--- src/rtl/led_blinker_multi_pkg.sv ---
// Shared types for the multi-channel LED blinker.
// Defines the per-channel mode encoding.
package led_pkg;

   typedef enum logic [1:0] {
      MODE_OFF     = 2'd0,
      MODE_ON      = 2'd1,
      MODE_BLINK   = 2'd2,
      MODE_ONESHOT = 2'd3
   } mode_e;

endpackage

--- src/rtl/led_blinker_multi_channel.sv ---
// One LED channel: mode/period registers, tick counter, led and done.
// Ports: clk, reset, tick, wr_en/wr_mode/wr_period in; led, done out.
module led_channel
   import led_pkg::*;
#(
   parameter int CNT_W = 8
) (
   input  logic             clk,
   input  logic             reset,
   input  logic             tick,
   input  logic             wr_en,
   input  mode_e            wr_mode,
   input  logic [CNT_W-1:0] wr_period,
   output logic             led,
   output logic             done
);

   mode_e            mode_q;
   logic [CNT_W-1:0] period_q;
   logic [CNT_W-1:0] cnt_q;
   logic [CNT_W-1:0] last;

   // A period of 0 behaves as 1, so the terminal count is P-1.
   assign last = (period_q == '0) ? '0 : period_q - 1'b1;

   always_ff @(posedge clk) begin
      if (reset) begin
         mode_q   <= MODE_OFF;
         period_q <= '0;
         cnt_q    <= '0;
         led      <= 1'b0;
         done     <= 1'b0;
      end else begin
         done <= 1'b0;
         if (wr_en) begin
            // A write always wins over a coincident tick.
            mode_q   <= wr_mode;
            period_q <= wr_period;
            cnt_q    <= '0;
            led      <= (wr_mode == MODE_ON) || (wr_mode == MODE_ONESHOT);
         end else begin
            unique case (mode_q)
               MODE_OFF: begin
                  led   <= 1'b0;
                  cnt_q <= '0;
               end
               MODE_ON: begin
                  led   <= 1'b1;
                  cnt_q <= '0;
               end
               MODE_BLINK: begin
                  if (tick) begin
                     if (cnt_q == last) begin
                        led   <= ~led;
                        cnt_q <= '0;
                     end else begin
                        cnt_q <= cnt_q + 1'b1;
                     end
                  end
               end
               MODE_ONESHOT: begin
                  if (tick) begin
                     if (cnt_q == last) begin
                        led    <= 1'b0;
                        done   <= 1'b1;
                        mode_q <= MODE_OFF;
                        cnt_q  <= '0;
                     end else begin
                        cnt_q <= cnt_q + 1'b1;
                     end
                  end
               end
               default: begin
                  led   <= 1'b0;
                  cnt_q <= '0;
               end
            endcase
         end
      end
   end

endmodule

--- src/rtl/led_blinker_multi.sv ---
// Multi-channel LED driver with prescaled tick and valid/ready config port.
// Ports: clk, reset, cfg_* write port, cfg_err, tick, led[], done[].
module led_blinker_multi
   import led_pkg::*;
#(
   parameter int NUM_LEDS = 4,
   parameter int TICK_DIV = 12000000,
   parameter int CNT_W    = 8
) (
   input  logic                      clk,
   input  logic                      reset,
   input  logic                      cfg_valid,
   output logic                      cfg_ready,
   input  logic [$clog2(NUM_LEDS):0] cfg_ch,
   input  mode_e                     cfg_mode,
   input  logic [CNT_W-1:0]          cfg_period,
   output logic                      cfg_err,
   output logic                      tick,
   output logic [NUM_LEDS-1:0]       led,
   output logic [NUM_LEDS-1:0]       done
);

   localparam int CH_W = $clog2(NUM_LEDS) + 1;
   localparam int PW   = $clog2(TICK_DIV);
   localparam logic [PW-1:0] PRE_LAST = PW'(TICK_DIV - 1);

   logic [PW-1:0] presc_q;
   logic          accept;
   logic          ch_ok;

   assign accept = cfg_valid & cfg_ready;
   assign ch_ok  = (int'(cfg_ch) < NUM_LEDS);

   always_ff @(posedge clk) begin
      if (reset) begin
         presc_q   <= '0;
         tick      <= 1'b0;
         cfg_ready <= 1'b0;
         cfg_err   <= 1'b0;
      end else begin
         presc_q   <= (presc_q == PRE_LAST) ? '0 : presc_q + 1'b1;
         tick      <= (presc_q == PRE_LAST);
         cfg_ready <= 1'b1;
         cfg_err   <= accept & ~ch_ok;
      end
   end

   for (genvar i = 0; i < NUM_LEDS; i++) begin : g_ch
      led_channel #(
         .CNT_W (CNT_W)
      ) u_ch (
         .clk       (clk),
         .reset     (reset),
         .tick      (tick),
         .wr_en     (accept && (cfg_ch == CH_W'(i))),
         .wr_mode   (cfg_mode),
         .wr_period (cfg_period),
         .led       (led[i]),
         .done      (done[i])
      );
   end

endmodule

--- config.mk ---
export PLATFORM = sky130hd
export DESIGN_NAME = led_blinker_multi
export DESIGN_NICKNAME = d
export VERILOG_FILES = /design/src/rtl/led_blinker_multi_pkg.sv /design/src/rtl/led_blinker_multi_channel.sv /design/src/rtl/led_blinker_multi.sv
export SDC_FILE = /design/constraint.sdc
export NUM_CORES = 1
export LEC_CHECK = 0
export CAP_MARGIN = 40
export CORE_AREA = 2 2 103 105
export CTS_BUF_LIST = sky130_fd_sc_hd__clkbuf_2 sky130_fd_sc_hd__clkbuf_4 sky130_fd_sc_hd__clkbuf_8
export DETAILED_ROUTE_END_ITERATION = 10
export DIE_AREA = 0 0 105 107
export PLACE_DENSITY = 0.84
export SYNTH_ARGS = -nofsm -noshare
export SYNTH_HDL_FRONTEND = slang
export SYNTH_SLANG_ARGS = --single-unit
--- constraint.sdc ---
create_clock -name clk -period 8.64 [get_ports clk]
set_input_delay 1.728 -clock clk [delete_from_list [all_inputs] [get_ports clk]]
set_output_delay 1.728 -clock clk [all_outputs]
set_load 0.05 [all_outputs]
# After elaboration in Yosys (flattened, before gate mapping)

Index checks and enable logic that the tools add are counted.

Register bits after elaboration: 107

Add/sub/neg operators: 9
Magnitude comparators: 1
Bitwise logic cells: 12
Multiplexer cells: 61
Reduce and logical (&&, ||, !) cells: 51
Equality and inequality tests: 42

Operators with widths:

| operator                | number |
|---|---|
| $mux W8                 | 12 |
| $pmux W8 S2             | 4 |
| $add A8 B1 Y8 const B   | 4 |
| $eq A8 B8 Y1            | 4 |
| $logic_not A8 Y1        | 4 |
| $mux W2                 | 16 |
| $sub A8 B1 Y8 const B   | 4 |
| $reduce_or A2 Y1        | 13 |
| $mux W1                 | 25 |
| $add A24 B1 Y24 const B | 1 |
| $eq A24 B24 Y1 const B  | 1 |
| $ne A3 B1 Y1 const B    | 8 |
| $ne A3 B2 Y1 const B    | 8 |
| $reduce_bool A2 Y1      | 12 |
| $eq A2 B2 Y1 const B    | 9 |
| $pmux W1 S4             | 4 |
| $reduce_and A4 Y1       | 4 |
| $reduce_or A4 Y1        | 4 |
| $reduce_and A3 Y1       | 4 |
| $eq A2 B1 Y1 const B    | 5 |
| $not A1 Y1              | 10 |
| $logic_not A2 Y1        | 4 |
| $ne A2 B1 Y1 const B    | 4 |
| $eq A3 B2 Y1 const B    | 2 |
| 6 further kinds         | 10 |

# Logic depth before layout (Yosys ltp)

Gate-level depths: netlist (run 1).

Depth after elaboration: 7
Depth in mapped cells: 12
Depth with buffers taken out: 9

# By module

From an unflattened synthesis (run 1), not the netlist that was laid out.

Cells, all modules: 868
Area, all modules: 6,964.2 um^2

Modules (own cells, without submodules):

| module                         | instances | area an instance (um^2) | cells each |
|---|---|---|---|
| led_channel (g_ch[1].u_ch ...) | 3         | 1,410.1                 | 176 |
| led_channel (g_ch[0].u_ch)     | 1         | 1,392.6                 | 184 |
| led_blinker_multi              | 1         | 1,341.3                 | 156 |

# Least setup slack after synthesis (run 1)

Ideal clock, no wire load.

Kind: input to register
Start point: input port cfg_ch[1]
End point: register g_ch[1].u_ch.period_q[0]
Cell stages on the path: 5
Arrival time: 3,370 ps
Path slack: 5,142 ps
Cells stage by stage: clkbuf_1 -> nor4b_1 -> clkbuf_1 -> mux2i_1 -> nor2_1

Longest elaborated chain between the ends: 2

Ends and longest elaborated chain:

| element              | RTL line                        | RTL |
|---|---|---|
| from (decl)          | led_blinker_multi.sv:14         | `input logic [$clog2(NUM_LEDS):0] cfg_ch,` |
| $eq A3 B1 Y1         | led_blinker_multi.sv:55         | `.wr_en (accept && (cfg_ch == CH_W'(i))),` |
| $logic_and A1 B1 Y1  | led_blinker_multi.sv:55         |  |
| to (signal assigned) | led_blinker_multi_channel.sv:38 | `period_q <= wr_period;` |
| to (decl)            | led_blinker_multi_channel.sv:19 | `logic [CNT_W-1:0] period_q;` |

Every way passes these cells.
A chain may end at the register's enable or synchronous reset.

# Worst setup path after layout (run 1)

Start point: input port cfg_valid
End point: register g_ch[3].u_ch.led

Longest elaborated chain between the ends: 4
Elaborated cells between the ends (all ways): 8
Classes of those cells: eq/ne: 4; mux: 1; bitwise: 1; reduce/logical: 2

Ends and longest elaborated chain:

| element                                                              | RTL line                        | RTL |
|---|---|---|
| from (decl)                                                          | led_blinker_multi.sv:12         | `input logic cfg_valid,` |
| $and A1 B1 Y1 *                                                      | led_blinker_multi.sv:31         | `assign accept = cfg_valid & cfg_ready;` |
| $logic_and A1 B1 Y1 *                                                | led_blinker_multi.sv:55         |  |
| $ne A3 B1 Y1 (no source line) / $ne A3 B2 Y1 (equally long branches) | n/a                             |  |
| $reduce_and A4 Y1 (no source line)                                   | n/a                             |  |
| to (signal assigned)                                                 | led_blinker_multi_channel.sv:40 | `led <= (wr_mode == MODE_ON) \|\| (wr_mode == MODE_ONESHOT);` |
| to (signal assigned)                                                 | led_blinker_multi_channel.sv:54 | `led <= ~led;` |
| to (decl)                                                            | led_blinker_multi_channel.sv:14 | `output logic led,` |

Mark *: on every way between the ends. The rest lies on a longest branch, timed or not.

==> results.sh, run 1 <==
export IMPL_r2r_start="g_ch[3].u_ch.period_q[0]"
export IMPL_count_of_hold_buffers_inserted_by_post_cts_repair=0
export IMPL_cp_depth=9
export IMPL_critical_path_cell_chain="clkdlybuf4s50_1, nand2_1, nor2_1, and3_1, nor2_1, o21ai_0, buf_2, nor2_1, a221o_1"
export IMPL_cellInternalPower_uw=707
export IMPL_io_pins=27
export IMPL_worstPathMaxFanout=11
export IMPL_firstDrtPassIters=5
export IMPL_routed_wire_length_per_instance_um=15.8
export IMPL_place_hpwl_mm=10.7
export IMPL_drtIter0Drc=421
export IMPL_postSynthNetCount=856
export IMPL_synth_yosys_seq_area_share_pct=33.0
export IMPL_die_area_mm2=0.0112
export IMPL_synthMostInstantiatedCell="sky130_fd_sc_hd__nand2_1"
export IMPL_antenna_left=0
export IMPL_layout_area_overhead_pct=7.81
export IMPL_synth_commonest_cells="113 x sky130_fd_sc_hd__nand2_1, 107 x sky130_fd_sc_hd__dfxtp_1, 65 x sky130_fd_sc_hd__nor2_1"
export IMPL_ff_latch_area_mm2=0.00214
export IMPL_timing_critical_path_from="cfg_valid"
export IMPL_gp_congestion=0.883
export IMPL_synth_flop_cell="sky130_fd_sc_hd__dfxtp_1"
export IMPL_worstSetupEndpointType="flop"
export IMPL_timing_max_slew_rel_slack_pct=55.8
export IMPL_routed_wl_mm=15.0
export IMPL_final_setup_viol_count=0
export IMPL_clkLatencyLatePin_ns=0.39
export IMPL_fin_util_pct=69.3
export IMPL_reg2reg_depth=9
export IMPL_postSynthCellCount=819
export IMPL_proportion_of_power_drawn_by_flip_flops_and_latches_pct=53.5
export IMPL_clock_skew_ns=0.0121
export IMPL_yosys_warnings=0
export IMPL_cap_violations=0
export IMPL_yosys_area_top_type_share_pct=33.0
export IMPL_fin_nets=848
export IMPL_worst_r2r_setup_slack_ns=5.18
export IMPL_run_status="complete, no violations"
export IMPL_grt_overflow_total=0
export IMPL_cpPeakStageDelay_ns=0.51
export IMPL_die_height_um=107
export IMPL_design_area_mm2=0.00699
export IMPL_p_switching_uw=232
export IMPL_cts_htree_levels=3
export IMPL_synth_area_leaders="sky130_fd_sc_hd__dfxtp_1 33%, sky130_fd_sc_hd__nand2_1 6.5%, sky130_fd_sc_hd__a21oi_1 4.6%"
export IMPL_rsz0062_at_grt="no"
export IMPL_final_period_minus_worst_setup_slack_ns=3.78
export IMPL_placed_area_mm2=0.00677
export IMPL_synth_cell_types=77
export IMPL_synth_area_mm2=0.00648
export IMPL_number_of_buffers_inserted_by_port_buffering=26
export IMPL_clock_sinks=107
export IMPL_grt_total_usage_pct=27.2
export IMPL_setup_worst_path_start_class="primary input"
export IMPL_synth_seq_cells=107
export IMPL_ir_drop_mv=0.0919
export IMPL_post_cts_resized=0
export IMPL_via_count=5882
export IMPL_cts_setup_buffers=0
export IMPL_worst_r2r_endpoint="g_ch[3].u_ch.led"
export IMPL_post_route_drc_count=0
export IMPL_cts_tree="yes"
export IMPL_async_flop_share_pct=0
export IMPL_starting_utilization_of_the_core_area_pct=64.3
export IMPL_cp_endpoint="g_ch[3].u_ch.led"
export IMPL_multiInputGateArea_mm2=0.00399
export IMPL_timing_critical_path_buf_inv=2
export IMPL_final_hold_viol_count=0
export IMPL_floorplan_core_area_mm2=0.0101
export IMPL_critPathMostFrequentCell="sky130_fd_sc_hd__nor2_1"
export IMPL_cell_taking_the_most_area_after_synthesis="sky130_fd_sc_hd__dfxtp_1"
export IMPL_power_switching_fraction_pct=24.7
export IMPL_worst_endpoint_required_ns=8.92
export IMPL_arrival_ns=4.07
export IMPL_clockRootBuffer="sky130_fd_sc_hd__clkbuf_8"
export IMPL_finalSetupTns_ns=0
export IMPL_worstMarginPinSlew_ns=0.657
export IMPL_cellPowerDensity_mw_per_mm2=134
export IMPL_filler_cell_count=840
export IMPL_diodes=0
export IMPL_fp_row_count=37
export IMPL_via_count_of_the_first_global_routing_pass=5395
export IMPL_die_width_um=105
export IMPL_timing_hold_worst_path_depth=1
export IMPL_final_layout_size_suffix_gt1_share_pct=8.10
export IMPL_power_frac_comb_pct=9.3
export IMPL_criticalPathCategory="primary input to flop"
export IMPL_grt_max_degree=53
export IMPL_synth_edff_count=0
export IMPL_cts_max_path_buffers=2
export IMPL_fin_crit_sh_pct=43.8
export IMPL_synth_avg_cell_area_um2=7.92
export IMPL_f_max_mhz=264
export IMPL_cts_clk_slew_worst_paths_ns=0.10
export IMPL_cts_buffers_inserted=9
export IMPL_timing_critical_path_max_delay_family="simple AND/OR/NAND/NOR gates"
export IMPL_max_slew_violation_count=0
export IMPL_power_static_leakage_nw=2.52
export IMPL_grt_antenna_before_repair=0
export IMPL_post_drt_via_cell_ratio=6.19
export IMPL_cpMaxStageDelayCell="sky130_fd_sc_hd__clkdlybuf4s50_1"
export IMPL_hold_class="flop to flop"
export IMPL_clock_power_share_pct=37.2
export IMPL_grt_pass1_wl_mm=25.1
[metrics by stage]
step	total power [mW]	hold slack (ns)	std cells	setup slack, ns
after global placement	0.595	0.461	932	4.62
final	0.939	0.493	951	4.86
after floorplan	0.575	0.438	819	5.14
after CTS	0.943	0.497	951	4.90
after global routing	0.972	0.521	951	4.75
after detailed placement	0.601	0.475	936	4.48
[layout make-up]
class | instances | share of cell area (%)
flip-flops and latches | 107 | 30.6
inverters | 34 | 1.83
multi-input cells | 624 | 57.1
clock inverters | 4 | 1.06
repair buffers | 35 | 4.83
well taps | 136 | 2.43
clock buffers | 11 | 2.17
[registers in the layout, summed over array words and instances (netlist names)]
name and flops:
cfg_err 1, g_ch.u_ch.mode_q 8, presc_q 24, g_ch.u_ch.done 4, cfg_ready 1, tick 1, g_ch.u_ch.led 4, g_ch.u_ch.cnt_q 32
g_ch.u_ch.period_q 32
[kinds of logic after synthesis]
logic type,count (synthesis),share of synthesized area (%)
DFF,107,33.0
muxes,11,1.70
adders and majority gates,21,4.05
xor gates and xnor gates,48,7.35
buffers and inverters,88,5.75
and+or+nand+nor,380,31.0
AOI/OAI and AO/OA,164,17.1
[how the worst min path moves through the flow]
stage | start | to | slack, ns
after floorplan | presc_q[0] | presc_q[0] | 0.44
after global placement | presc_q[0] | presc_q[0] | 0.46
after detailed placement | presc_q[0] | presc_q[0] | 0.48
after CTS | presc_q[0] | presc_q[0] | 0.50
after global routing | presc_q[0] | presc_q[0] | 0.52
final | presc_q[0] | presc_q[0] | 0.49
[routing by layer]
layer  GRT usage [%]  part of all wire, %  up-vias
met5               0                    0        -
met4            10.5                  2.0        0
met3            4.01                  5.2       25
met2            46.1                   49      172
met1            35.0                   44     2796
li1                -                    -     2889
[cell usage in the layout, fill, tap and decap left out, types with 13 or more instances in the layout]
cell type | synthesis | layout
sky130_fd_sc_hd__or3_1 | 13 | 13
sky130_fd_sc_hd__dfxtp_1 | 107 | 107
sky130_fd_sc_hd__nand3_1 | 32 | 32
sky130_fd_sc_hd__clkdlybuf4s50_1 | 0 | 25
sky130_fd_sc_hd__a21oi_1 | 59 | 59
sky130_fd_sc_hd__o21ai_0 | 18 | 18
sky130_fd_sc_hd__nand3b_1 | 14 | 14
sky130_fd_sc_hd__nand2_1 | 113 | 113
sky130_fd_sc_hd__ha_1 | 21 | 21
sky130_fd_sc_hd__and3_1 | 19 | 19
sky130_fd_sc_hd__nor2_1 | 65 | 65
sky130_fd_sc_hd__or2_2 | 14 | 14
sky130_fd_sc_hd__xor2_1 | 28 | 28
sky130_fd_sc_hd__inv_1 | 33 | 33
sky130_fd_sc_hd__nor3_1 | 19 | 19
sky130_fd_sc_hd__xnor2_1 | 16 | 16
[power groups by stage]
stage | Combinational [mW] | Sequential [mW] | Clock, mW
floorplan | 0.0622 | 0.513 | 0
global placement | 0.0816 | 0.514 | 0
detailed placement | 0.0867 | 0.514 | 0
CTS | 0.0871 | 0.502 | 0.353
global route | 0.0957 | 0.503 | 0.373
finish | 0.0877 | 0.503 | 0.349
[worst reg2reg max path, delay by kind of cell, from the launching register on]
family                     cells  cell delay [ns]
and+or+nand+nor                5             2.02
AOI/OAI and AO/OA              2             0.46
DFF                            1             0.43
adders and majority gates      1             0.35
buffers and inverters          1             0.10
No activity file was read; power rests on OpenSTA's default activity.
==> inputs of run 2 (changes only) <==
--- a/config.mk
+++ b/config.mk
@@ -6,11 +6,11 @@
 export NUM_CORES = 1
 export LEC_CHECK = 0
 export CAP_MARGIN = 40
-export CORE_AREA = 2 2 103 105
+export CORE_AREA = 2 2 110 112
 export CTS_BUF_LIST = sky130_fd_sc_hd__clkbuf_2 sky130_fd_sc_hd__clkbuf_4 sky130_fd_sc_hd__clkbuf_8
 export DETAILED_ROUTE_END_ITERATION = 10
-export DIE_AREA = 0 0 105 107
-export PLACE_DENSITY = 0.84
+export DIE_AREA = 0 0 112 114
+export PLACE_DENSITY = 0.77
 export SYNTH_ARGS = -nofsm -noshare
 export SYNTH_HDL_FRONTEND = slang
 export SYNTH_SLANG_ARGS = --single-unit
==> constraint.sdc (replaced) <==
create_clock -name clk -period 3.45 [get_ports clk]
set_input_delay 0.69 -clock clk [delete_from_list [all_inputs] [get_ports clk]]
set_output_delay 0.69 -clock clk [all_outputs]
set_load 0.05 [all_outputs]
==> run 2 against run 1 <==
  * Utilization shrank 9.7 points
  * Sequential power grew to 2.5 times the previous value
  * Sequential cell count is the same
  * First-iteration DRC count shrank 1.9%
  * Largest cell class unchanged
  * Highest routed layer unchanged
==> results.sh, run 2 (synthesis results as in run 1) <==
export IMPL_run_status="complete, no violations"
export IMPL_reg2reg_depth=9
export IMPL_cellPowerDensity_mw_per_mm2=326
export IMPL_timing_hold_worst_path_depth=1
export IMPL_clkLatencyLatePin_ns=0.40
export IMPL_diodes=0
export IMPL_routed_wl_mm=14.6
export IMPL_placed_area_mm2=0.00679
export IMPL_final_layout_size_suffix_gt1_share_pct=8.44
export IMPL_post_drt_via_cell_ratio=6.07
export IMPL_arrival_ns=3.30
export IMPL_clockRootBuffer="sky130_fd_sc_hd__clkbuf_8"
export IMPL_timing_max_slew_rel_slack_pct=59.0
export IMPL_layout_area_overhead_pct=7.64
export IMPL_grt_max_degree=24
export IMPL_ir_drop_mv=0.247
export IMPL_number_of_buffers_inserted_by_port_buffering=26
export IMPL_worst_endpoint_required_ns=3.77
export IMPL_rsz0062_at_grt="no"
export IMPL_finalWorstSetupSlack_ns=0.467
export IMPL_starting_utilization_of_the_core_area_pct=55.4
export IMPL_io_pins=27
export IMPL_worst_r2r_endpoint="g_ch[1].u_ch.led"
export IMPL_setup_worst_path_start_class="flop"
export IMPL_count_of_hold_buffers_inserted_by_post_cts_repair=0
export IMPL_r2r_start="g_ch[1].u_ch.period_q[0]"
export IMPL_die_area_mm2=0.0128
export IMPL_grt_overflow_total=0
export IMPL_cap_violations=0
export IMPL_design_area_mm2=0.00698
export IMPL_via_count=5854
export IMPL_cts_clk_slew_worst_paths_ns=0.10
export IMPL_cts_max_path_buffers=2
export IMPL_routed_wire_length_per_instance_um=15.1
export IMPL_fin_util_pct=59.6
export IMPL_hold_start="presc_q[0]"
export IMPL_worstPathMaxFanout=12
export IMPL_cts_setup_buffers=0
export IMPL_power_static_leakage_nw=2.51
export IMPL_worst_hold_path_endpoint="presc_q[0]"
export IMPL_final_hold_viol_count=0
export IMPL_die_width_um=112
export IMPL_cts_tree="yes"
export IMPL_floorplan_core_area_mm2=0.0117
export IMPL_place_hpwl_mm=10.8
export IMPL_finalSetupTns_ns=0
export IMPL_clock_skew_ns=0.0175
export IMPL_cts_htree_levels=3
export IMPL_worst_r2r_setup_slack_ns=0.47
export IMPL_largest_registers="g_ch.u_ch.cnt_q: 32 flops, g_ch.u_ch.period_q: 32 flops, presc_q: 24 flops"
export IMPL_f_max_mhz=335
export IMPL_grt_antenna_before_repair=0
export IMPL_final_cell_mix="113 x sky130_fd_sc_hd__nand2_1, 107 x sky130_fd_sc_hd__dfxtp_1, 65 x sky130_fd_sc_hd__nor2_1"
export IMPL_final_setup_viol_count=0
export IMPL_hold_class="flop to flop"
export IMPL_finalPower_mw=2.28
export IMPL_worstMarginPinSlew_ns=0.610
export IMPL_firstDrtPassIters=5
export IMPL_final_period_minus_worst_setup_slack_ns=2.98
export IMPL_fp_row_count=40
export IMPL_via_count_of_the_first_global_routing_pass=5504
export IMPL_max_slew_violation_count=0
export IMPL_gp_congestion=0.928
export IMPL_worstSetupEndpointType="flop"
export IMPL_fin_nets=851
export IMPL_clock_sinks=107
export IMPL_post_route_drc_count=0
export IMPL_cts_buffers_inserted=9
export IMPL_drtIter0Drc=413
export IMPL_fin_crit_sh_pct=86.5
export IMPL_grt_pass1_wl_mm=25.0
export IMPL_grt_total_usage_pct=23.7
export IMPL_pre_cts_ws_ns=0.502
export IMPL_post_cts_resized=0
export IMPL_die_height_um=114
export IMPL_criticalPathCategory="flop to flop"
export IMPL_mostFrequentLayoutCell="sky130_fd_sc_hd__nand2_1"
export IMPL_antenna_left=0
-- run 2: cell types whose count changed in the layout (fill, tap and decap cells not counted), sizes merged --
cell    previous run  this run
inv               33        35
bufinv             2         1
clkbuf            11        10
buf               10        13
-- run 2: per-stage QoR --
step,hold WS (ns),std cells
final,0.492,965
after global routing,0.519,965
after CTS,0.499,965
after detailed placement,0.474,950
after global placement,0.458,950
after floorplan,0.438,819
-- run 2: layout make-up --
cell class	instances	area, um2
Clock inverter	5	61.3
Tap cell	147	184
Fill cell	1065	4730
Inverter	34	128
Timing Repair Buffer	38	345
Sequential cell	107	2140
Clock buffer	10	131
Multi-Input combinational cell	624	3990
-- run 2: worst max path at each step --
stage / slack, ns / to / start / depth (start not counted)
4_1_cts: 0.47 / g_ch[1].u_ch.led / g_ch[1].u_ch.period_q[0] / 9
3_5_place_dp: 0.50 / g_ch[1].u_ch.led / g_ch[1].u_ch.period_q[0] / 9
5_1_grt: 0.17 / g_ch[2].u_ch.led / g_ch[2].u_ch.period_q[0] / 9
3_3_place_gp: 0.58 / g_ch[1].u_ch.led / g_ch[1].u_ch.period_q[0] / 9
2_1_floorplan: 0.66 / g_ch[3].u_ch.led / g_ch[3].u_ch.period_q[0] / 11
6_report: 0.47 / g_ch[1].u_ch.led / g_ch[1].u_ch.period_q[0] / 9
-- run 2: where the power goes --
part	switching (mW)	leakage (nW)	internal [mW]
Clock	0.451	0.101	0.346
Sequential	0.0141	0.863	1.24
Combinational	0.136	1.54	0.0881
Total	0.600	2.51	1.68
-- run 2: layer usage --
metal	up-vias	track usage (%)	routed length (um)
li1	2891	-	-
met1	2803	31.0	6650
met2	135	39.1	6820
met3	25	4.36	878
met4	0	9.19	242
met5	-	0	0
-- run 2: critical path, stage by stage, from the launching register on --
cell	delay, ns
sky130_fd_sc_hd__dfxtp_1	0.46
sky130_fd_sc_hd__inv_1	0.07
sky130_fd_sc_hd__ha_1	0.28
sky130_fd_sc_hd__xor2_1	0.19
sky130_fd_sc_hd__or4b_2	0.61
sky130_fd_sc_hd__a21boi_0	0.18
sky130_fd_sc_hd__o211ai_1	0.11
sky130_fd_sc_hd__a2111o_1	0.52
sky130_fd_sc_hd__o21ai_0	0.26
sky130_fd_sc_hd__mux2i_1	0.22
==> inputs of run 3 (changes only) <==
--- a/config.mk
+++ b/config.mk
@@ -10,6 +10,8 @@
 export CTS_BUF_LIST = sky130_fd_sc_hd__clkbuf_2 sky130_fd_sc_hd__clkbuf_4 sky130_fd_sc_hd__clkbuf_8
 export DETAILED_ROUTE_END_ITERATION = 10
 export DIE_AREA = 0 0 112 114
+export GPL_TIMING_DRIVEN = 0
+export HOLD_SLACK_MARGIN = 0.03
 export PLACE_DENSITY = 0.77
 export SYNTH_ARGS = -nofsm -noshare
 export SYNTH_HDL_FRONTEND = slang
==> run 3 against run 2 <==
  * Setup slack lost 0.18 ns
  * First-iteration DRC count increased by 4.1%
  * Utilization is 1.6 points higher
  * Cell count is 4.5% higher
  * Global-route usage is 1.5 points higher
  * Clock power is 16% higher
  * Power rose by 6.1%
  * Sequential power about the same
  * Die area is the same
  * Critical path depth is 2 higher
  * Critical path type unchanged
  * Largest cell class unchanged
  * Highest routed layer unchanged
==> results.sh, run 3 (synthesis results as in run 1) <==
export IMPL_run_status="complete, no violations"
export IMPL_worstPathMaxFanout=10
export IMPL_routed_wire_length_per_instance_um=15.9
export IMPL_number_of_buffers_inserted_by_port_buffering=25
export IMPL_timing_critical_path_buf_inv=3
export IMPL_top_usage_layer="met2"
export IMPL_arrival_ns=3.45
export IMPL_floorplan_core_area_mm2=0.0117
export IMPL_grt_use_met2_pct=43.7
export IMPL_starting_utilization_of_the_core_area_pct=55.4
export IMPL_final_period_minus_worst_setup_slack_ns=3.16
export IMPL_ff_latch_area_mm2=0.00214
export IMPL_clockRootBuffer="sky130_fd_sc_hd__clkbuf_8"
export IMPL_timing_max_slew_rel_slack_pct=46.4
export IMPL_cts_max_path_buffers=2
export IMPL_die_height_um=114
export IMPL_grt_overflow_total=0
export IMPL_layout_area_overhead_pct=10.5
export IMPL_post_cts_resized=0
export IMPL_clock_skew_ns=0.0126
export IMPL_power_static_leakage_nw=2.60
export IMPL_cts_buffers_inserted=9
export IMPL_io_pins=27
export IMPL_hold_class="flop to flop"
export IMPL_largest_registers="g_ch.u_ch.cnt_q: 32 flops, g_ch.u_ch.period_q: 32 flops, presc_q: 24 flops"
export IMPL_grt_pass1_wl_mm=26.5
export IMPL_via_count=6019
export IMPL_cts_setup_buffers=0
export IMPL_antenna_left=0
export IMPL_worstSetupEndpointType="flop"
export IMPL_mostFrequentLayoutCell="sky130_fd_sc_hd__nand2_1"
export IMPL_cpPeakStageDelay_ns=0.51
export IMPL_post_route_drc_count=0
export IMPL_f_max_mhz=316
export IMPL_ir_drop_mv=0.295
export IMPL_grt_antenna_before_repair=0
export IMPL_critical_path_cell_chain="clkbuf_1, inv_1, ha_1, buf_2, or3b_2, nor4b_1, or3_1, a21oi_1, nand4_1, or2_1, a221o_1"
export IMPL_drtIter0Drc=430
export IMPL_design_area_mm2=0.00717
export IMPL_grt_max_degree=17
export IMPL_gp_congestion=0.855
export IMPL_cpMaxStageDelayCell="sky130_fd_sc_hd__or3b_2"
export IMPL_clkLatencyLatePin_ns=0.38
export IMPL_firstDrtPassIters=5
export IMPL_cts_tree="yes"
export IMPL_worst_endpoint_required_ns=3.73
export IMPL_multiInputGateArea_mm2=0.00397
export IMPL_fin_crit_sh_pct=91.7
export IMPL_die_width_um=112
export IMPL_grt_total_usage_pct=25.2
export IMPL_final_cell_mix="113 x sky130_fd_sc_hd__nand2_1, 107 x sky130_fd_sc_hd__dfxtp_1, 65 x sky130_fd_sc_hd__nor2_1"
export IMPL_rsz0062_at_grt="no"
export IMPL_criticalPathCategory="flop to flop"
export IMPL_filler_cell_count=1046
export IMPL_clock_sinks=107
export IMPL_max_slew_violation_count=0
export IMPL_placed_area_mm2=0.00693
export IMPL_place_hpwl_mm=11.9
export IMPL_die_area_mm2=0.0128
export IMPL_cts_clk_slew_worst_paths_ns=0.10
export IMPL_cap_violations=0
export IMPL_via_count_of_the_first_global_routing_pass=5800
export IMPL_fin_nets=894
export IMPL_fp_row_count=40
export IMPL_global_route_usage_met3_pct=4.46
export IMPL_finalSetupTns_ns=0
export IMPL_cts_htree_levels=3
export IMPL_count_of_hold_buffers_inserted_by_post_cts_repair=0
export IMPL_fin_worst_hold_slack_ns=0.488
export IMPL_timing_critical_path_max_delay_family="simple AND/OR/NAND/NOR gates"
export IMPL_post_drt_via_cell_ratio=5.97
export IMPL_cellPowerDensity_mw_per_mm2=337
export IMPL_final_hold_viol_count=0
export IMPL_grt_met1_usage_pct=30.8
export IMPL_final_setup_viol_count=0
export IMPL_final_layout_size_suffix_gt1_share_pct=8.25
export IMPL_routed_wl_mm=16.0
export IMPL_setup_worst_path_start_class="flop"
export IMPL_worstMarginPinSlew_ns=0.793
export IMPL_diodes=0
run 3: layout make-up:
type / instances / share of cell area, %
flip-flops and latches: 107 / 29.9
clock inverters: 4 / 1.38
plain buffers: 54 / 3.42
inverters: 34 / 1.78
well taps: 147 / 2.57
multi-input cells: 624 / 55.4
clock buffers: 11 / 1.94
repair buffers: 27 / 3.63
run 3: per-layer routing:
layer  vias to the layer above  part of all wire, %
met5                         -                    0
met4                         0                  2.6
met3                        34                  5.8
met2                       147                   48
met1                      2865                   43
li1                       2973                    -
run 3: worst register-to-register path, delay by kind of cell, from the launching register on:
kind,cells,cell delay [ns]
and+or+nand+nor,5,1.67
adders and majority gates,1,0.13
AOI/OAI and AO/OA,2,0.46
DFF,1,0.32
buffers and inverters,3,0.49
run 3: stage by stage:
stage	cells	setup WS (ns)	utilization, %	total power, mW
after global routing	1008	0.0999	61.2	2.50
after CTS	1008	0.292	61.2	2.43
after detailed placement	993	0.315	59.2	1.52
final	1008	0.287	61.2	2.42
after floorplan	819	0.662	-	1.44
after global placement	991	0.182	59.1	1.51
run 3: path summary, 6_finish.rpt:
check / from / end / slack, ns / cells past startpoint
max reg2reg: g_ch[3].u_ch.period_q[0] / g_ch[3].u_ch.led / 0.29 / 11
max: g_ch[3].u_ch.period_q[0] / g_ch[3].u_ch.led / 0.29 / 11
min reg2reg: presc_q[0] / presc_q[0] / 0.49 / 1
min: presc_q[0] / presc_q[0] / 0.49 / 1
run 3: power by group:
group	leakage, nW	total, mW	switching [mW]	internal, mW
Sequential	0.863	1.26	0.0114	1.24
Combinational	1.61	0.237	0.148	0.0892
Clock	0.121	0.925	0.427	0.498
